<file path="src/rtl/decode_issue_buf_pkg.sv">
// decode_issue_buf_pkg: shared widths, decoded bundle layout and buffer FSM states
package decode_issue_buf_pkg;
    localparam int ADDR_W    = 32;
    localparam int DEC_W_DEF = 64;
    typedef struct packed {
        logic [10:0] command;
        logic [3:0]  unit;
        logic [31:0] imm;
        logic        jump_;
        logic        br_;
        logic [4:0]  rd;
        logic [4:0]  rs2;
        logic [4:0]  rs1;
    } DecBundle_t;
    typedef enum logic {DBUF_RUN, DBUF_FLUSH} DecBufState_t;
endpackage

</file>
<file path="src/rtl/decode_issue_buf_if.sv">
// decode_issue_buf_if: decoder-side, issue-side and flow-control signals of the decode buffer
interface decode_issue_buf_if
    import decode_issue_buf_pkg::*;
#(
    parameter int ADDR  = ADDR_W,
    parameter int DEC_W = DEC_W_DEF,
    parameter int DEPTH = 4
);
    logic                   in_e_;
    logic [ADDR-1:0]        in_pc;
    logic [DEC_W-1:0]       in_dec;
    logic                   dec_flush_;
    logic                   is_full;
    logic                   stall;
    logic                   out_e_;
    logic [ADDR-1:0]        out_pc;
    logic [DEC_W-1:0]       out_dec;
    logic [$clog2(DEPTH):0] occ;
    modport master (output in_e_, in_pc, in_dec, dec_flush_, is_full,
                    input  stall, out_e_, out_pc, out_dec, occ);
    modport slave  (input  in_e_, in_pc, in_dec, dec_flush_, is_full,
                    output stall, out_e_, out_pc, out_dec, occ);
endinterface

</file>
<file path="src/rtl/decode_issue_buf_ram.sv">
// decode_issue_buf_ram: entry storage with one write port and one asynchronous read port
module decode_issue_buf_ram #(
    parameter int W     = 96,
    parameter int DEPTH = 4,
    localparam int PW   = $clog2(DEPTH)
) (
    input  logic          clk,
    input  logic          reset_,
    input  logic          we_i,
    input  logic [PW-1:0] waddr_i,
    input  logic [W-1:0]  wdata_i,
    input  logic [PW-1:0] raddr_i,
    output logic [W-1:0]  rdata_o
);
    logic [W-1:0] mem_q [DEPTH];
    // write the accepted entry; whole array clears on reset
    always_ff @(posedge clk or negedge reset_) begin
        if (!reset_) begin
            for (int i = 0; i < DEPTH; i++) mem_q[i] <= '0;
        end else if (we_i) begin
            mem_q[waddr_i] <= wdata_i;
        end
    end
    assign rdata_o = mem_q[raddr_i];
endmodule

</file>
<file path="src/rtl/decode_issue_buf.sv">
// decode_issue_buf: elastic decode-to-issue buffer with full stall and flush recovery window
module decode_issue_buf
    import decode_issue_buf_pkg::*;
#(
    parameter int ADDR      = ADDR_W,
    parameter int DEC_W     = DEC_W_DEF,
    parameter int DEPTH     = 4,
    parameter int FLUSH_LAT = 2
) (
    input logic               clk,
    input logic               reset_,
    decode_issue_buf_if.slave bus
);
    localparam int PW = $clog2(DEPTH);
    localparam int OW = PW + 1;
    localparam int CW = $clog2(FLUSH_LAT + 1);

    DecBufState_t        state_q, state_d;
    logic [CW-1:0]       cnt_q, cnt_d;
    logic [PW-1:0]       wr_ptr_q, wr_ptr_d, rd_ptr_q, rd_ptr_d;
    logic [OW-1:0]       occ_q, occ_d;
    logic                stall_q, stall_d;
    logic                flush, push, pop;
    logic [ADDR+DEC_W-1:0] rd_data;

    decode_issue_buf_ram #(.W(ADDR + DEC_W), .DEPTH(DEPTH)) u_ram (
        .clk     (clk),
        .reset_  (reset_),
        .we_i    (push),
        .waddr_i (wr_ptr_q),
        .wdata_i ({bus.in_pc, bus.in_dec}),
        .raddr_i (rd_ptr_q),
        .rdata_o (rd_data)
    );

    // flush overrides everything; otherwise count down recovery or move entries
    always_comb begin
        flush    = !bus.dec_flush_;
        push     = state_q == DBUF_RUN && !bus.in_e_ && !stall_q && !flush;
        pop      = occ_q != '0 && !bus.is_full && !flush;
        state_d  = state_q;
        cnt_d    = cnt_q;
        wr_ptr_d = push ? wr_ptr_q + PW'(1) : wr_ptr_q;
        rd_ptr_d = pop ? rd_ptr_q + PW'(1) : rd_ptr_q;
        occ_d    = occ_q + OW'(push) - OW'(pop);
        if (flush) begin
            state_d  = DBUF_FLUSH;
            cnt_d    = CW'(FLUSH_LAT - 1);
            wr_ptr_d = '0;
            rd_ptr_d = '0;
            occ_d    = '0;
        end else if (state_q == DBUF_FLUSH) begin
            state_d = cnt_q == '0 ? DBUF_RUN : DBUF_FLUSH;
            cnt_d   = cnt_q == '0 ? '0 : cnt_q - CW'(1);
        end
        stall_d = state_d == DBUF_FLUSH || occ_d == OW'(DEPTH);
    end

    // state, pointers, occupancy and registered stall
    always_ff @(posedge clk or negedge reset_) begin
        if (!reset_) begin
            state_q  <= DBUF_RUN;
            cnt_q    <= '0;
            wr_ptr_q <= '0;
            rd_ptr_q <= '0;
            occ_q    <= '0;
            stall_q  <= 1'b0;
        end else begin
            state_q  <= state_d;
            cnt_q    <= cnt_d;
            wr_ptr_q <= wr_ptr_d;
            rd_ptr_q <= rd_ptr_d;
            occ_q    <= occ_d;
            stall_q  <= stall_d;
        end
    end

    assign bus.stall   = stall_q;
    assign bus.occ     = occ_q;
    assign bus.out_e_  = occ_q == '0;
    assign bus.out_pc  = bus.out_e_ ? '0 : rd_data[ADDR+DEC_W-1:DEC_W];
    assign bus.out_dec = bus.out_e_ ? '0 : rd_data[DEC_W-1:0];
endmodule

</file>
<file path="src/flat_wrapper.sv">
// flat-port wrapper written by rule: the top's interface ports become plain ports
module decode_issue_buf_flat import decode_issue_buf_pkg::*;
#(
    parameter int ADDR      = ADDR_W,
    parameter int DEC_W     = DEC_W_DEF,
    parameter int DEPTH     = 4,
    parameter int FLUSH_LAT = 2
)
  (clk, reset_, bus_in_e_, bus_in_pc, bus_in_dec, bus_dec_flush_, bus_is_full, bus_stall, bus_out_e_, bus_out_pc, bus_out_dec, bus_occ);
  decode_issue_buf_if #(.ADDR(ADDR), .DEC_W(DEC_W), .DEPTH(DEPTH)) bus_i ();
  input logic clk;
  input logic reset_;
  input wire logic [$bits(bus_i.in_e_)-1:0] bus_in_e_;
  input wire logic [$bits(bus_i.in_pc)-1:0] bus_in_pc;
  input wire logic [$bits(bus_i.in_dec)-1:0] bus_in_dec;
  input wire logic [$bits(bus_i.dec_flush_)-1:0] bus_dec_flush_;
  input wire logic [$bits(bus_i.is_full)-1:0] bus_is_full;
  output wire logic [$bits(bus_i.stall)-1:0] bus_stall;
  output wire logic [$bits(bus_i.out_e_)-1:0] bus_out_e_;
  output wire logic [$bits(bus_i.out_pc)-1:0] bus_out_pc;
  output wire logic [$bits(bus_i.out_dec)-1:0] bus_out_dec;
  output wire logic [$bits(bus_i.occ)-1:0] bus_occ;
  assign bus_i.in_e_ = bus_in_e_;
  assign bus_i.in_pc = bus_in_pc;
  assign bus_i.in_dec = bus_in_dec;
  assign bus_i.dec_flush_ = bus_dec_flush_;
  assign bus_i.is_full = bus_is_full;
  assign bus_stall = bus_i.stall;
  assign bus_out_e_ = bus_i.out_e_;
  assign bus_out_pc = bus_i.out_pc;
  assign bus_out_dec = bus_i.out_dec;
  assign bus_occ = bus_i.occ;
  decode_issue_buf #(.ADDR(ADDR), .DEC_W(DEC_W), .DEPTH(DEPTH), .FLUSH_LAT(FLUSH_LAT)) u_core (.clk(clk), .reset_(reset_), .bus(bus_i));
endmodule
</file>
<file path="config.mk">
export PLATFORM = sky130hd
export DESIGN_NAME = decode_issue_buf_flat
export DESIGN_NICKNAME = d
export VERILOG_FILES = /design/src/rtl/decode_issue_buf_pkg.sv /design/src/rtl/decode_issue_buf_if.sv /design/src/rtl/decode_issue_buf_ram.sv /design/src/rtl/decode_issue_buf.sv /design/src/flat_wrapper.sv
export SDC_FILE = /design/constraint.sdc
export NUM_CORES = 1
export LEC_CHECK = 0
export CAP_MARGIN = 10
export CORE_UTILIZATION = 56
export DETAILED_ROUTE_END_ITERATION = 8
export PLACE_DENSITY = 0.87
export SYNTH_ARGS = -nofsm -noshare
export SYNTH_HDL_FRONTEND = slang
export SYNTH_SLANG_ARGS = --single-unit
</file>
<file path="constraint.sdc">
create_clock -name clk -period 3.42 [get_ports clk]
set_input_delay 0.513 -clock clk [delete_from_list [all_inputs] [get_ports clk]]
set_output_delay 0.513 -clock clk [all_outputs]
set_load 0.1 [all_outputs]
</file>
## Word-level counts from Yosys, hierarchy flattened

Cells that the tools add are included.

| storage, ports and cells | value |
|---|---|
| bits of input ports | 101 |
| register bits after elaboration | 395 |
| output and inout port bits | 101 |
| word-level logic and storage cells | 57 |

| cells by class | value |
|---|---|
| $add $sub $neg | 5 |
| magnitude comparators | 3 |
| eq/ne operators | 4 |
| reduce and logical (&&, ||, !) cells | 13 |
| bitwise logic cells | 3 |
| muxes and demuxes | 19 |

Operator list:

| cell | count |
|---|---|
| bitwise mux 384 bit | 1 |
| two-way mux 96 bit | 3 |
| binary-select mux 96 bit (select 2 bit) | 1 |
| demux 96 bit (select 2 bit) | 1 |
| two-way mux 64 bit | 1 |
| two-way mux 32 bit | 1 |
| two-way mux 2 bit | 7 |
| >= comparator 3 bit, second input constant | 2 |
| logical AND 1 bit | 6 |
| inequality test 2 x 1 -> 1 bit, second input constant | 3 |
| NOT 2 -> 3 bit | 2 |
| adder 2 x 1 -> 2 bit, second input constant | 2 |
| adder 3 x 1 -> 3 bit | 1 |
| == test 3 bit, second input constant | 1 |
| logical NOT 1 bit | 3 |
| logical NOT 3 bit | 1 |
| < comparator 3 x 1 -> 1 bit, second input constant | 1 |
| two-way mux 1 bit | 3 |
| two-way mux 3 bit | 1 |
| nonzero test 3 bit | 1 |
| subtractor 3 x 1 -> 3 bit | 1 |
| logical NOT 2 bit | 1 |
| subtractor 2 x 1 -> 2 bit, second input constant | 1 |
| logical OR 1 bit | 1 |
| NOT 1 bit | 1 |

## Longest topological paths before layout

Gate-level depths: netlist of the first run.

| logic depth | value |
|---|---|
| word-level depth | 9 |
| gate-level depth with buffers | 12 |
| depth with buffers taken out | 10 |

## Hierarchy

From an unflattened synthesis of the first run, not the netlist that was laid out.

| unflattened totals | value |
|---|---|
| cells, all modules | 1086 |
| area, all modules | 17648.2 µm² |

By module, submodules not included:

| module | cells an instance | sequential area each (µm²) | instances | area each (µm²) |
|---|---|---|---|---|
| decode_issue_buf_ram | 930 | 9609.2 | 1 | 16468.3 |
| decode_issue_buf | 156 | 275.3 | 1 | 1179.9 |

## Least setup slack after synthesis of the first run

Ideal clock, no wire load.

| timing path | value |
|---|---|
| path type | register to register |
| start point | register u_core.occ_q[1], in the netlist u_core.bus.occ[1] |
| end point | register u_core.stall_q, in the netlist u_core.bus.stall |
| cell stages (with the launch flop) | 13 |
| data arrival time | 4.064 ns |
| required time | 3.304 ns |
| path buffers | 2 |
| library setup time | 0.116 ns |
| path slack | -0.759 ns |
| clock period less this slack | 4.179 ns |
| cell sequence | dfrtp_1 nor3_1 clkbuf_1 clkbuf_1 nor3b_1 ha_1 inv_1 ha_1 inv_1 fa_1 xor2_1 xnor2_1 o311ai_0 |

| between the ends | value |
|---|---|
| word-level cells in the longest chain between the ends | 7 |
| elaborated cells between the ends (all ways) | 8 |
| those cells by class | add/sub (2); eq/ne (1); mux (1); reduce/logical (4) |

Ends and longest elaborated chain:

| what | line | source |
|---|---|---|
| start, declared | decode_issue_buf.sv:21 | `logic [OW-1:0] occ_q, occ_d;` |
| start signal, assigned | decode_issue_buf.sv:66 | `occ_q <= '0;` |
| start signal, assigned | decode_issue_buf.sv:73 | `occ_q <= occ_d;` |
| branches (longest 3 deep; another with adder 3 x 1 -> 3 bit) | - |  |
| subtractor 3 x 1 -> 3 bit (*) | decode_issue_buf.sv:45 | `occ_d = occ_q + OW'(push) - OW'(pop);` |
| two-way mux 3 bit (*) | decode_issue_buf.sv:46 | `if (flush) begin` |
| == test 3 bit (*) | decode_issue_buf.sv:56 | `stall_d = state_d == DBUF_FLUSH \|\| occ_d == OW'(DEPTH);` |
| logical OR 1 bit (*) | decode_issue_buf.sv:56 |  |
| via u_core.stall_d | decode_issue_buf.sv:22 | `logic stall_q, stall_d;` |
| end signal, assigned | decode_issue_buf.sv:74 | `stall_q <= stall_d;` |
| end, declared | decode_issue_buf.sv:22 |  |

Mark *: on every way through the listed nets, which the timed path passes.
A chain may end at the register's enable or synchronous reset.

## Worst setup path after layout of the first run

| timing path | value |
|---|---|
| start point | register u_core.rd_ptr_q[0] |
| end point | output bus_out_pc[27] |

| between the ends | value |
|---|---|
| word-level cells in the longest chain between the ends | 5 |

Ends and longest elaborated chain:

| what | line | source |
|---|---|---|
| start, declared | decode_issue_buf.sv:20 | `logic [PW-1:0] wr_ptr_q, wr_ptr_d, rd_ptr_q, rd_ptr_d;` |
| start signal, assigned | decode_issue_buf.sv:72 | `rd_ptr_q <= rd_ptr_d;` |
| NOT 2 -> 3 bit (not written as such) | decode_issue_buf_ram.sv:24 | `assign rdata_o = mem_q[raddr_i];` |
| binary-select mux 96 bit (select 2 bit) | decode_issue_buf_ram.sv:24 |  |
| two-way mux 96 bit (not written as such) (2 in a row) | decode_issue_buf_ram.sv:24 |  |
| two-way mux 32 bit | decode_issue_buf.sv:81 | `assign bus.out_pc = bus.out_e_ ? '0 : rd_data[ADDR+DEC_W-1:DEC_W];` |
| end, declared | flat_wrapper.sv:20 | `output wire logic [$bits(bus_i.out_pc)-1:0] bus_out_pc;` |

Every way passes these cells. The select of a mux whose other input is x is not followed.

==> impl_metrics.json, run 1 <==
{
  "outcome": "completed",
  "start_util_pct": 57.4,
  "netlist_instances": 1090,
  "grt_overflow_total": 0,
  "clkPwrFrac_pct": 27.1,
  "worstSetupStartpoint": "u_core.rd_ptr_q[0]",
  "r2r-start": "u_core.bus.occ[1]",
  "io_pins": 202,
  "finClkSkew_ns": 0.0144,
  "fp.dieArea_um2": 32400,
  "setup_viol_count_final": 0,
  "htree_levels": 2,
  "grt_start_max_net_pins": 101,
  "min_path_type": "input port to asynchronous set/reset pin",
  "seq_area_um2": 9890,
  "timing.final.ws_setup_ns": 0.306,
  "p_total_mw": 16.6,
  "max-vdd-ir-drop_v": 0.00105,
  "cellLeakagePower_nw": 10.4,
  "drtAntennaViolNets": 0,
  "first_pass_iters": 4,
  "clockBufferDepth": 3,
  "cap_violations": 0,
  "core_area_um2": 30900,
  "power.switching_mw": 6.19,
  "synth_ff_type": "dfrtp_1",
  "area_growth_pct": 24.4,
  "tritoncts": "done",
  "std_cell_rows": 64,
  "pre_cts_ws_ns": 0.434,
  "crit_required_ns": 2.91,
  "syn_area_per_cell_um2": 16.3,
  "wl_per_cell_um": 22.0,
  "slew_headroom_pct": 35.2,
  "tightest_slew_ns": 0.969,
  "yosysSeqAreaShare_pct": 55.7,
  "drc_errors": 0,
  "die_h_um": 180,
  "cts_inserted_buffers": 41,
  "drtIter0Drc": 508,
  "cts_sinks": 395,
  "cts_resized": 0,
  "cp.arrival_ns": 2.60,
  "hold_viol": 0,
  "vias_per_cell": 5.88,
  "syn_nets": 1198,
  "multi_input_area_um2": 7430,
  "yosysMostFrequentCell": "dfrtp_1",
  "die_w_um": 180,
  "powerDensity_nw_per_um2": 752,
  "ys_ff_latch": 395,
  "antenna_cells": 0,
  "worstSkewPairLatency_ns": 0.53,
  "yosys.area.top_type_share_pct": 55.7,
  "routed_wl_mm": 37.8,
  "rsz0062_at_grt": "false",
  "final_nets": 1403,
  "min_period_ns": 3.11,
  "slew_viol_final": 0,
  "place.gp.congestion": 0.766,
  "critPathKind": "flop to output port",
  "synthArstFlopShare_pct": 100,
  "cts_root_buf": "clkbuf_16",
  "hpwl_mm": 23.5,
  "crit_path_end_kind": "output port",
  "grt_pass1_wl_mm": 62.0,
  "nFillCells": 1923,
  "cts_setup_buffers": 0,
  "clkSlewWorstSetupHoldPaths_ns": 0.06,
  "netlist_area_um2": 17700,
  "ys_top_cells_by_count": "dfrtp_1 (395), mux2_2 (384), nor2b_1 (99), mux4_2 (96), clkbuf_1 (38)",
  "period_share_pct": 91.0,
  "drive_gt1_share_pct": 51.7,
  "cts.hold.buffers_added": 0,
  "hold_slack_ns": 0.0387,
  "grt_antenna_before_repair": 1,
  "first_global_vias": 11405,
  "critPathLaunchType": "flop",
  "vias": 10112,
  "numPortBuffers": 201,
  "grtUsageTotal_pct": 24.2,
  "max_freq_ghz": 0.321,
  "pwr-share-seq_pct": 33.8,
  "synth_warnings": 0,
  "yosys.area.top_type": "dfrtp_1",
  "synth_edf_count": 0,
  "power_frac_comb_pct": 39.2,
  "synth.area.top_cells": "dfrtp_1 (56%), mux2_2 (24%), mux4_2 (12%)",
  "crit_fanout": 26,
  "power.internal_mw": 10.4,
  "swShare_pct": 37.3,
  "yosys.cell_types.count": 29
}
==> metrics by stage <==
stage | cells | utilization [%] | area (um^2) | setup TNS (ns)
floorplan | 1090 | - | 17700 | -0.708
finish | 1720 | 71.4 | 22100 | 0
global placement | 1648 | 67.0 | 20700 | 0
CTS | 1720 | 71.4 | 22100 | 0
global route | 1720 | 71.4 | 22100 | 0
detailed placement | 1648 | 67.0 | 20700 | 0
==> power by group through the flow <==
stage / Combinational [mW] / Sequential (mW) / Clock (mW)
after floorplan: 4.62 / 5.60 / 0
after global routing: 6.75 / 5.67 / 4.76
after CTS: 6.55 / 5.60 / 4.58
final: 6.50 / 5.60 / 4.49
after detailed placement: 6.52 / 5.68 / 0
after global placement: 6.44 / 5.63 / 0
==> worst max-delay path, cell delays in order, from the launching register on <==
cell,delay [ns]
dfrtp_4,0.81
buf_12,0.29
mux4_2,0.53
nor2b_1,0.16
buf_4,0.26
==> worst paths after layout <==
kind	end	slack, ns	cells after the start
setup / recovery	bus_out_pc[27]	0.31	4
hold / removal	u_core.u_ram.mem_q[271]	0.04	1
setup reg to reg	u_core.bus.stall	0.75	10
hold reg to reg	u_core.u_ram.mem_q[189]	0.50	1
max in group asynchronous	u_core.bus.occ[1]	2.52	2
min in group clk	u_core.u_ram.mem_q[189]	0.50	1
==> placed cells by master, fill, tap and decap left out, types with 7 or more instances in the layout <==
cell type,netlist,layout
dfrtp_1,395,392
mux2_2,384,384
clkdlybuf4s50_1,0,103
nor2b_1,99,99
mux4_2,96,96
buf_12,0,67
buf_4,5,65
clkbuf_16,0,43
clkbuf_1,38,10
clkbuf_8,0,8
inv_1,7,7
==> layer usage <==
metal	GRT usage, %	vias up	share of wire (%)
met3	6.02	63	6.4
li1	-	4399	-
met2	40.2	261	49
met4	5.76	2	2.0
met5	0	-	0.026
met1	32.2	5387	42
==> state kept, by name, summed over array words and instances, names as in the netlist <==
name	flops
u_core.cnt_q	2
u_core.bus.stall	1
u_core.rd_ptr_q	2
u_core.state_q	1
u_core.u_ram.mem_q	384
u_core.bus.occ	3
u_core.wr_ptr_q	2
==> logic make-up after synthesis <==
kind of cell / count (synthesis) / synth area share (%)
buffers and inverters: 81 / 2.59
DFF: 395 / 55.7
adders and majority gates: 7 / 0.536
xor gates and xnor gates: 3 / 0.148
AOI/OAI and AO/OA: 6 / 0.219
and+or+nand+nor: 116 / 4.14
muxes: 482 / 36.7
==> final cells by class <==
type	count	area share (%)
Multi-Input combinational cell	614	33.6
Sequential cell	395	44.8
Clock buffer	61	5.54
Tap cell	396	2.24
Clock inverter	11	0.629
Inverter	7	0.119
Timing Repair Buffer	236	13.0
No activity file was read; power rests on OpenSTA's default activity.
==> inputs of run 2 (changes only) <==
--- a/config.mk
+++ b/config.mk
@@ -7,8 +7,9 @@
 export LEC_CHECK = 0
 export CAP_MARGIN = 10
 export CORE_UTILIZATION = 56
+export CTS_CLUSTER_DIAMETER = 150
 export DETAILED_ROUTE_END_ITERATION = 8
-export PLACE_DENSITY = 0.87
+export PLACE_DENSITY = 0.8
 export SYNTH_ARGS = -nofsm -noshare
 export SYNTH_HDL_FRONTEND = slang
 export SYNTH_SLANG_ARGS = --single-unit
==> impl_metrics.json, run 2 (synthesis results as in run 1) <==
{
  "grtUsageTotal_pct": 23.8,
  "die_w_um": 180,
  "max-vdd-ir-drop_v": 0.000726,
  "rsz0062_at_grt": "false",
  "cts_root_buf": "clkbuf_16",
  "min_period_ns": 3.18,
  "tightest_slew_ns": 0.732,
  "io_pins": 202,
  "slew_viol_final": 0,
  "setup_viol_count_final": 0,
  "drc_errors": 0,
  "r2r-start": "u_core.bus.occ[1]",
  "area_growth_pct": 24.8,
  "drive_gt1_share_pct": 52.1,
  "vias": 10107,
  "start_util_pct": 57.4,
  "cts_inserted_buffers": 42,
  "cts_resized": 0,
  "hold_viol": 0,
  "tritoncts": "done",
  "worstSetupStartpoint": "u_core.rd_ptr_q[0]",
  "cellLeakagePower_nw": 10.5,
  "first_global_vias": 11120,
  "slowest_stage": "dfrtp_4",
  "regMostFlops": "u_core.u_ram.mem_q",
  "cp.arrival_ns": 2.66,
  "worstSkewPairLatency_ns": 0.53,
  "drtAntennaViolNets": 0,
  "grt_antenna_before_repair": 2,
  "max_stage_delay_ns": 0.82,
  "pre_cts_ws_ns": 0.603,
  "core_area_um2": 30900,
  "clkSlewWorstSetupHoldPaths_ns": 0.06,
  "crit_path_end_kind": "output port",
  "crit_fanout": 29,
  "drtIter0Drc": 410,
  "fp.dieArea_um2": 32400,
  "cts_setup_buffers": 0,
  "outcome": "completed",
  "routed_wl_mm": 37.0,
  "die_h_um": 180,
  "clockBufferDepth": 3,
  "placed_cell_area_um2": 20700,
  "std_cell_rows": 64,
  "cap_violations": 0,
  "cp_cell_sequence": "buf_4 > mux4_2 > nor2b_1 > buf_12",
  "final_nets": 1403,
  "place.gp.congestion": 0.734,
  "period_share_pct": 92.9,
  "first_pass_iters": 5,
  "wl_per_cell_um": 21.4,
  "htree_levels": 2,
  "final_cell_area_um2": 22100,
  "numPortBuffers": 201,
  "finClkSkew_ns": 0.0179,
  "critPathLaunchType": "flop",
  "grt_start_max_net_pins": 101,
  "final_cell_mix": "dfrtp_1 (392), mux2_2 (384), nor2b_1 (99), clkdlybuf4s50_1 (99), mux4_2 (96)",
  "max_freq_ghz": 0.315,
  "slew_headroom_pct": 51.2,
  "cts_sinks": 395,
  "grt_overflow_total": 0,
  "critPathKind": "flop to output port",
  "hpwl_mm": 23.0,
  "vias_per_cell": 5.86,
  "largest_reg_flops": 384,
  "powerDensity_nw_per_um2": 753,
  "grt_pass1_wl_mm": 61.2,
  "nFillCells": 1987,
  "min_path_type": "input port to asynchronous set/reset pin",
  "timing.final.ws_setup_ns": 0.242,
  "crit_required_ns": 2.91,
  "cts.hold.buffers_added": 0,
  "final_common_cell": "dfrtp_1"
}
==> run 2: critical path, delay by kind of cell, from the launching register on <==
kind | cells | cell delay (ns)
DFF | 1 | 0.82
buffers and inverters | 2 | 0.59
muxes | 1 | 0.55
and+or+nand+nor | 1 | 0.18
==> run 2: stage by stage <==
stage / utilization [%] / hold WS [ns] / power [mW] / TNS (ns) / cells
floorplan: - / 0.217 / 10.2 / -0.708 / 1090
global placement: 67.0 / 0.481 / 12.1 / 0 / 1647
detailed placement: 67.0 / 0.487 / 12.2 / 0 / 1647
CTS: 71.6 / 0.0479 / 16.8 / 0 / 1725
global route: 71.6 / 0.0614 / 17.3 / 0 / 1726
finish: 71.6 / 0.0107 / 16.7 / 0 / 1726
==> run 2: worst paths after layout <==
check                                          end  slack, ns  depth (start not counted)
max                                  bus_out_pc[6]       0.24                          4
min                        u_core.u_ram.mem_q[365]       0.01                          1
max reg2reg                       u_core.bus.stall       0.86                         10
min reg2reg                u_core.u_ram.mem_q[134]       0.50                          1
max in group asynchronous       u_core.rd_ptr_q[0]       2.56                          2
min in group clk           u_core.u_ram.mem_q[134]       0.50                          1
==> run 2: final cells by class <==
class / instances / area [um^2] / share of cell area, %
Sequential cell: 395 / 9890 / 44.7
Multi-Input combinational cell: 614 / 7430 / 33.5
Timing Repair Buffer: 235 / 2860 / 12.9
Clock buffer: 65 / 1290 / 5.83
Tap cell: 396 / 495 / 2.24
Clock inverter: 13 / 148 / 0.667
Inverter: 7 / 26.3 / 0.119
Antenna cell: 1 / 2.50 / 0.0113
==> run 2: per-layer routing <==
metal | track usage, % | wire length [um] | vias up
met5 | 0 | 0 | -
met4 | 5.00 | 516 | 0
met3 | 5.02 | 1990 | 45
met2 | 40.1 | 18600 | 224
met1 | 32.1 | 15900 | 5429
li1 | - | - | 4409
==> run 2: power breakdown <==
part / switching [mW] / internal [mW] / total [mW]
Clock: 1.79 / 2.83 / 4.62
Combinational: 4.00 / 2.44 / 6.44
Sequential: 0.362 / 5.24 / 5.60
==> inputs of run 3 (changes only) <==
--- a/config.mk
+++ b/config.mk
@@ -5,11 +5,13 @@
 export SDC_FILE = /design/constraint.sdc
 export NUM_CORES = 1
 export LEC_CHECK = 0
+export ABC_AREA = 1
 export CAP_MARGIN = 10
-export CORE_UTILIZATION = 56
+export CORE_UTILIZATION = 59
+export CTS_BUF_LIST = sky130_fd_sc_hd__clkbuf_4 sky130_fd_sc_hd__clkbuf_8
 export CTS_CLUSTER_DIAMETER = 150
 export DETAILED_ROUTE_END_ITERATION = 8
-export PLACE_DENSITY = 0.8
+export PLACE_DENSITY = 0.83
 export SYNTH_ARGS = -nofsm -noshare
 export SYNTH_HDL_FRONTEND = slang
 export SYNTH_SLANG_ARGS = --single-unit
==> impl_metrics.json, run 3 <==
{
  "hpwl_mm": 28.9,
  "grt_antenna_before_repair": 3,
  "rsz0062_at_grt": "false",
  "tritoncts": "done",
  "seq_area_um2": 9900,
  "die_h_um": 178,
  "ys_top_cells_by_count": "nand2_1 (1,167), dfrtp_1 (395), nor2_1 (389), o21ai_0 (172), a21oi_1 (96)",
  "worstSkewPairLatency_ns": 0.59,
  "drtAntennaViolNets": 0,
  "period_share_pct": 94.0,
  "start_util_pct": 59.8,
  "yosysMostFrequentCell": "nand2_1",
  "core_area_um2": 30500,
  "placed_cell_area_um2": 21500,
  "nFillCells": 2103,
  "vias_per_cell": 5.70,
  "cap_violations": 0,
  "htree_levels": 3,
  "tns_ns": 0,
  "cts_setup_buffers": 0,
  "yosys.area.top_type": "dfrtp_1",
  "powerDensity_nw_per_um2": 820,
  "std_cell_rows": 64,
  "synthArstFlopShare_pct": 100,
  "synth_edf_count": 0,
  "drtIter0Drc": 1888,
  "drc_errors": 0,
  "synth.area.top_cells": "dfrtp_1 (54%), nand2_1 (24%), nor2_1 (8.0%)",
  "ys_ff_latch": 395,
  "tightest_slew_ns": 0.964,
  "crit_required_ns": 2.91,
  "cp.arrival_ns": 2.70,
  "finClkSkew_ns": 0.0285,
  "yosysSeqAreaShare_pct": 54.2,
  "final_cell_area_um2": 23100,
  "final_cell_mix": "nand2_1 (1,167), dfrtp_1 (390), nor2_1 (388), o21ai_0 (172), buf_12 (114)",
  "cts_root_buf": "clkbuf_8",
  "syn_nets": 2556,
  "largest_reg_flops": 384,
  "setup_viol_count_final": 0,
  "yosys.cell_types.count": 24,
  "drive_gt1_share_pct": 10.4,
  "first_global_vias": 17165,
  "multi_input_area_um2": 7620,
  "slew_viol_final": 0,
  "cts_sinks": 395,
  "final_nets": 2704,
  "min_path_type": "flop to flop",
  "numPortBuffers": 201,
  "synth_warnings": 0,
  "grt_overflow_total": 0,
  "critPathKind": "flop to output port",
  "area_growth_pct": 26.3,
  "crit_path_end_kind": "output port",
  "place.gp.congestion": 0.869,
  "crit_fanout": 77,
  "grt_start_max_net_pins": 98,
  "critPathLaunchType": "flop",
  "grtUsageTotal_pct": 34.3,
  "syn_area_per_cell_um2": 7.46,
  "netlist_area_um2": 18300,
  "fp.dieArea_um2": 31600,
  "grt_pass1_wl_mm": 85.8,
  "synth_ff_type": "dfrtp_1",
  "cts_inserted_buffers": 66,
  "regMostFlops": "u_core.u_ram.mem_q",
  "outcome": "completed",
  "clockBufferDepth": 3,
  "first_pass_iters": 6,
  "die_w_um": 178,
  "final_common_cell": "nand2_1",
  "cellLeakagePower_nw": 12.0,
  "slew_headroom_pct": 35.6,
  "max_freq_ghz": 0.311,
  "io_pins": 202,
  "max-vdd-ir-drop_v": 0.000978,
  "netlist_instances": 2448,
  "wl_per_cell_um": 17.3,
  "r2r_slack_ns": 0.95,
  "vias": 17359,
  "hold_viol": 0,
  "clkSlewWorstSetupHoldPaths_ns": 0.06,
  "routed_wl_mm": 52.7,
  "yosys.area.top_type_share_pct": 54.2,
  "min_period_ns": 3.21
}
[run 3: cell types whose count changed after synthesis, sizes merged, moves of 96 or more]
cell	before	now
mux4	96	0
nand2	7	1171
mux2	384	0
nor2b	99	0
o21ai	2	196
nor2	0	394
[run 3: final timing paths]
| check | start | end | depth (start not counted) |
|---|---|---|---|
| setup reg to reg | u_core.bus.occ[1] | u_core.bus.stall | 13 |
| min in group asynchronous | reset_ | u_core.u_ram.mem_q[263] | 2 |
| max in group asynchronous | reset_ | u_core.u_ram.mem_q[127] | 3 |
| hold reg to reg | u_core.u_ram.mem_q[15] | u_core.u_ram.mem_q[15] | 2 |
| setup / recovery | u_core.rd_ptr_q[0] | bus_out_dec[61] | 5 |
| hold / removal | u_core.u_ram.mem_q[15] | u_core.u_ram.mem_q[15] | 2 |
[run 3: critical path, cell delays in order (launching register included)]
cell	delay, ns
dfrtp_4	0.67
inv_4	0.30
buf_12	0.33
o21ai_0	0.15
a21oi_1	0.39
buf_12	0.23
[run 3: where the power goes]
group	internal [mW]	switching (mW)
clock network	2.72	1.91
logic	2.73	6.06
registers	5.15	0.336
[run 3: what timing repair did]
action                                 4_1_cts  5_1_grt
hold buffers                                 1        0
resized for setup                            0        0
endpoints found under the hold margin       62        0
[run 3: cell families (layout without fill, tap and decap cells)]
logic type | Yosys count | count (layout) | share of synthesized area (%)
xor+xnor | 1 | 1 | 0.0480
other cells | 0 | 1 | 0
flops | 395 | 395 | 54.2
simple gates | 1574 | 1574 | 32.8
buf+inv | 177 | 377 | 4.41
compound gates | 294 | 294 | 8.10
fa+ha+maj | 7 | 7 | 0.521
[run 3: stage by stage]
step | utilization [%] | setup WS, ns | power (mW) | instances | hold WS [ns]
floorplan | - | -0.192 | 11.2 | 2448 | 0.217
global placement | 70.6 | 0.743 | 14.1 | 2923 | 0.456
detailed placement | 70.6 | 0.708 | 14.3 | 2923 | 0.460
CTS | 75.6 | 0.229 | 18.9 | 3044 | 0.475
global route | 75.6 | 0.0916 | 19.7 | 3044 | 0.489
finish | 75.6 | 0.206 | 18.9 | 3045 | 0.473
[run 3: layout make-up]
cell class / instances / area share [%]
Tap cell: 396 / 2.15
Inverter: 22 / 0.374
Clock inverter: 11 / 0.521
Clock buffer: 109 / 5.99
Multi-Input combinational cell: 1876 / 33.0
Sequential cell: 395 / 42.9
Antenna cell: 1 / 0.0109
Timing Repair Buffer: 235 / 15.0
[run 3: layer usage]
metal  routed length (um)  vias up  global-route usage (%)
met5                   38        -                       0
met3                 5270      149                    7.03
met2                25200      980                    55.2
li1                     -     7860                       -
met1                20700     8364                    45.3
met4                 1520        6                    14.5
==> edit 1 (settings of run 2) <==
Reset style: synchronous (`reset_`), changed in 2 clocked blocks. Comments in the files are not updated.
--- a/src/rtl/decode_issue_buf_ram.sv
+++ b/src/rtl/decode_issue_buf_ram.sv
@@ -14,7 +14,7 @@
 );
     logic [W-1:0] mem_q [DEPTH];
     // write the accepted entry; whole array clears on reset
-    always_ff @(posedge clk or negedge reset_) begin
+    always_ff @(posedge clk) begin
         if (!reset_) begin
             for (int i = 0; i < DEPTH; i++) mem_q[i] <= '0;
         end else if (we_i) begin
--- a/src/rtl/decode_issue_buf.sv
+++ b/src/rtl/decode_issue_buf.sv
@@ -57,7 +57,7 @@
     end
 
     // state, pointers, occupancy and registered stall
-    always_ff @(posedge clk or negedge reset_) begin
+    always_ff @(posedge clk) begin
         if (!reset_) begin
             state_q  <= DBUF_RUN;
             cnt_q    <= '0;
Formal check against the unedited RTL: differs if reset_ is asserted again (counterexample within 4 cycles, from zero or initial values and one cycle with reset_ low); with reset_ held inactive, the same outputs for 4 cycles.
==> edit 1 against run 2 <==
The flow now finishes with violations (DRC). Register-to-register slack better by 0.23 ns. Hold slack better by 0.48 ns. Area after synthesis down 0.37%. Sequential cell count up 2. Worst setup slack better by 0.12 ns. Via count down 3.0%. Wire length up 0.85%. Die area down 0.36%. Critical path type unchanged. Cell area down 3.2%. Sequential share of layout area up 10 points. Largest cell class unchanged.
Power is not compared: it rests on default switching activity, and its combinational part moved more than twofold at a synthesized area within 25%.
==> edit 1: results (changes against run 2) <==
# DRC: 15 (+15)
Slew headroom: 0.354 (-0.158)
Mapped Nets: 1202 (+0.33%)
placed cell area: 0.0201 mm² (-3.0%)
Final Skew: 0.0187 ns (+0.000814 ns)
Synth Area in Adders: 0.00255 (-0.00281)
pin count of the biggest net entering global routing: 102 (+0.99%)
vias in the first global route: 10.2k (-8.1%)
total CTS buffers: 41 (-2.4%)
top cells by count, synth: and2_1, edfxtp_1, nor2b_1
share of cells above drive strength 1: 0.219 (-0.301)
first-pass GRT wire length: 58600 µm (-4.2%)
Netlist cell types: 33 (+14%)
Placer Congestion: 0.771 (+5.0%)
post-synthesis compound-gate area fraction: 0.00410 (+0.00192)
Post-synth EDFFs: 384 (+384)
htree depth: 2 (unchanged)
worst-path maximum fanout: 22 (-24%)
violated checks: DRC
DR WL/cell: 21.6 µm (+0.97%)
outcome: finished with violations
worst-skew pair later-pin latency: 0.53 ns (about the same)
number of flip-flops in the largest register: 384 (unchanged)
drt initial violations: 864 (+110%)
Data arrival, critical path: 2.54 ns (-0.12 ns)
post-synthesis mux area share: 0.122 (-0.244)
via count: 9806 (-3.0%)
xor/xnor share of the synthesized area: 0.00198 (+0.000501)
maximum root-to-sink buffer count: 3 (unchanged)
1st-pass router iterations: 7 (+2)
Synth area leaders: edfxtp_1, and2_1, mux4_2, nor2b_1, dfxtp_1
register area share after synthesis: 0.667 (+0.110)
synth-to-layout area growth: 21.3%
Worst-path clk slew: 0.06 ns (about the same)
GRT Total Usage: 0.238 (+0.000539)
Post-CTS Setup Bufs: 0 (unchanged)
Pleak: 7.79 nW
Nets: 1402 (-0.071%)
HP Class: reg -> reg
Most flops, register: u_core.u_ram.mem_q
initial antenna violation count: 1 (-1)
VDD IR max: 0.357 mV
cts repair resizes: 0 (unchanged)
Layout fillers: 1981 (-0.30%)
ys async rst share: 0 (-1.00)
port buffer count: 201 (unchanged)
Final HPWL DP: 21000 µm (-8.6%)
[edit 1: cell count changes after synthesis, moves of 3 or more]
cell	delta
nor2_1	+4
and2_1	+382
edfxtp_1	+384
mux2_2	-384
buf_6	-11
buf_4	-5
clkbuf_2	+11
dfxtp_1	+13
dfrtp_1	-395
nand2_2	-4
clkbuf_1	+4
nand2b_1	+3
o21ai_0	+3
ha_1	-4
[edit 1: path summary, 6_finish.rpt]
| kind | start | end | slack [ns] | cells past startpoint |
|---|---|---|---|---|
| max | flop | bus_out_dec[21] | 0.36 | 4 |
| min | u_core.cnt_q[1] | u_core.cnt_q[1] | 0.50 | 2 |
| max reg2reg | u_core.bus.occ[1] | u_core.bus.stall | 1.09 | 10 |
| min reg2reg | u_core.cnt_q[1] | u_core.cnt_q[1] | 0.50 | 2 |
[edit 1: cells by family after synthesis]
family | after synthesis
AO/OA/AOI/OAI | 12
XOR/XNOR | 4
adder cells (fa/ha/maj) | 3
buffers and inverters | 79
flip-flops | 397
multiplexers | 96
AND/OR/NAND/NOR | 507
[edit 1: power breakdown]
part	internal, W	switching, W
sequential	0.00553	0.0000582
clock	0.00275	0.00177
combinational	0.000321	0.000531
[edit 1: area by class of cell]
class,count,share of cell area
Clock buffer,55,0.0523
Tap cell,396,0.0231
Antenna cell,1,0.000117
Multi-Input combinational cell,622,0.259
Inverter,5,0.000875
Clock inverter,17,0.0109
Sequential cell,397,0.550
Timing Repair Buffer,231,0.103
[edit 1: per-layer routing]
layer	GRT usage	routed length (µm)
met4	0.0541	582
met2	0.398	18400
met5	0	0
met3	0.0423	2630
met1	0.331	15600
[edit 1: through the flow]
step	setup WS (ns)	instances	utilization	power, W	hold WS, ns
2_1_floorplan	-0.0603	1098	-	0.00618	0.438
3_3_place_gp	0.547	1651	0.652	0.00653	0.470
3_5_place_dp	0.505	1651	0.652	0.00654	0.482
4_1_cts	0.286	1723	0.695	0.0110	0.492
5_1_grt	0.180	1724	0.695	0.0113	0.526
6_report	0.362	1724	0.695	0.0110	0.495
[edit 1: critical path: stages, from the launching register on]
cell and delay (ns):
dfxtp_4 0.65, buf_4 0.36, mux4_2 0.54, nor2b_1 0.18
buf_4 0.28
==> edit 2 (flow settings as in run 2) <==
Without the edit above. Set the package constant `ADDR_W` to 48 (it was 32).
--- a/src/rtl/decode_issue_buf_pkg.sv
+++ b/src/rtl/decode_issue_buf_pkg.sv
@@ -1,6 +1,6 @@
 // decode_issue_buf_pkg: shared widths, decoded bundle layout and buffer FSM states
 package decode_issue_buf_pkg;
-    localparam int ADDR_W    = 32;
+    localparam int ADDR_W    = 48;
     localparam int DEC_W_DEF = 64;
     typedef struct packed {
         logic [10:0] command;
Ports: changed (resized bus_in_pc and bus_out_pc); port bits go from 202 to 234. The function was not compared with the original's and may differ.
==> edit 2 against run 2 <==
Area after synthesis increased by 17%. Worst setup slack improved by 0.16 ns. Sequential share of layout area increased by 1.7 points. Cell area increased by 12%. Critical path type unchanged. Non-clock buffer count increased by 34. Fmax increased by 5.1%. Sequential cell count increased by 64. Total power increased by 10%. Wire length increased by 19%. Clock skew decreased by 0.0057 ns. Sequential power increased by 15%. Count of clock-buffer cells in the layout increased by 9. Critical path depth unchanged. Largest cell class unchanged. Cell count increased by 16%.
==> edit 2: results (changes against run 2) <==
register area share after synthesis: 0.555 (-0.00162)
worst-skew pair later-pin latency: 0.55 ns (+0.02 ns)
GRT Total Usage: 0.243 (+0.00496)
via count: 11.6k (+15%)
R2R setup slack: 0.92 ns (+0.06 ns)
worst-path maximum fanout: 50 (+72%)
share of cells above drive strength 1: 0.517 (-0.00399)
outcome: finished clean
Placer Congestion: 0.791 (+7.7%)
1st-pass router iterations: 4 (-1)
met2 Use GR: 0.388 (-0.0129)
pin count of the biggest net entering global routing: 117 (+16%)
cell family with most CP delay: buffers and inverters
number of flip-flops in the largest register: 448 (+17%)
total CTS buffers: 48 (+14%)
Global Route met3 Usage: 0.0605 (+0.0103)
Final Skew: 0.0123 ns (-0.00566 ns)
VDD IR max: 0.651 mV (-10%)
port buffer count: 233 (+16%)
M1 GR Usage: 0.340 (+0.0191)
DR WL/cell: 22.0 µm (+2.5%)
Pleak: 11.9 nW (+13%)
first-pass GRT wire length: 71700 µm (+17%)
drt initial violations: 426 (+3.9%)
worst setup path endpoint: bus_out_pc[9]
CP max-delay cell: mux4_2
Synth area leaders: dfrtp_1, mux2_2, mux4_2, nor2b_1, buf_6
Placement Setup Slack: 0.530 ns (-0.0732 ns)
vias in the first global route: 12.8k (+15%)
top cells by count, synth: dfrtp_1, mux2_2, nor2b_1
Data arrival, critical path: 2.51 ns (-0.15 ns)
initial antenna violation count: 4 (+2)
Layout fillers: 2528 (+27%)
## edit 2: power breakdown
| part | switching, W | internal [W] | total (W) |
|---|---|---|---|
| registers | 0.000359 | 0.00609 | 0.00645 |
| logic | 0.00461 | 0.00234 | 0.00695 |
| clock network | 0.00204 | 0.00293 | 0.00497 |
| total | 0.00700 | 0.0114 | 0.0184 |
## edit 2: layout make-up
class                   count  area (µm²)  area share
repair buffers            269        2540       0.102
multi-input cells         710        8610       0.348
well taps                 468         586      0.0236
inverters                   7        26.3     0.00106
clock inverters             8        73.8     0.00298
flip-flops and latches    459       11500       0.464
clock buffers              74        1430      0.0577
diodes                      1        2.50    0.000101
## edit 2: stage by stage
step	cell area, µm²	hold slack (ns)	cells	TNS [ns]
2_1_floorplan	20700	0.217	1263	-0.00844
3_3_place_gp	23300	0.482	1913	0
3_5_place_dp	23300	0.488	1913	0
4_1_cts	24800	0.0413	1995	0
5_1_grt	24800	0.0760	1995	0
6_report	24800	0.0210	1996	0
## edit 2: logic make-up (layout without fill, tap and decap cells)
logic type,Yosys count,count (layout),share of synthesized area
muxes,562,562,0.367
DFF,459,459,0.555
and+or+nand+nor,132,132,0.0401
buffers and inverters,94,358,0.0298
adders and majority gates,7,7,0.00460
AOI/OAI and AO/OA,6,6,0.00188
xor gates and xnor gates,3,3,0.00127
other,0,1,0
## edit 2: per-layer routing
layer / share of wire / wire (µm) / vias to the layer above
li1: - / - / 5081
met1: 0.45 / 19600 / 6242
met2: 0.48 / 21000 / 247
met3: 0.059 / 2600 / 49
met4: 0.013 / 559 / 8
met5: 0.0011 / 47 / -
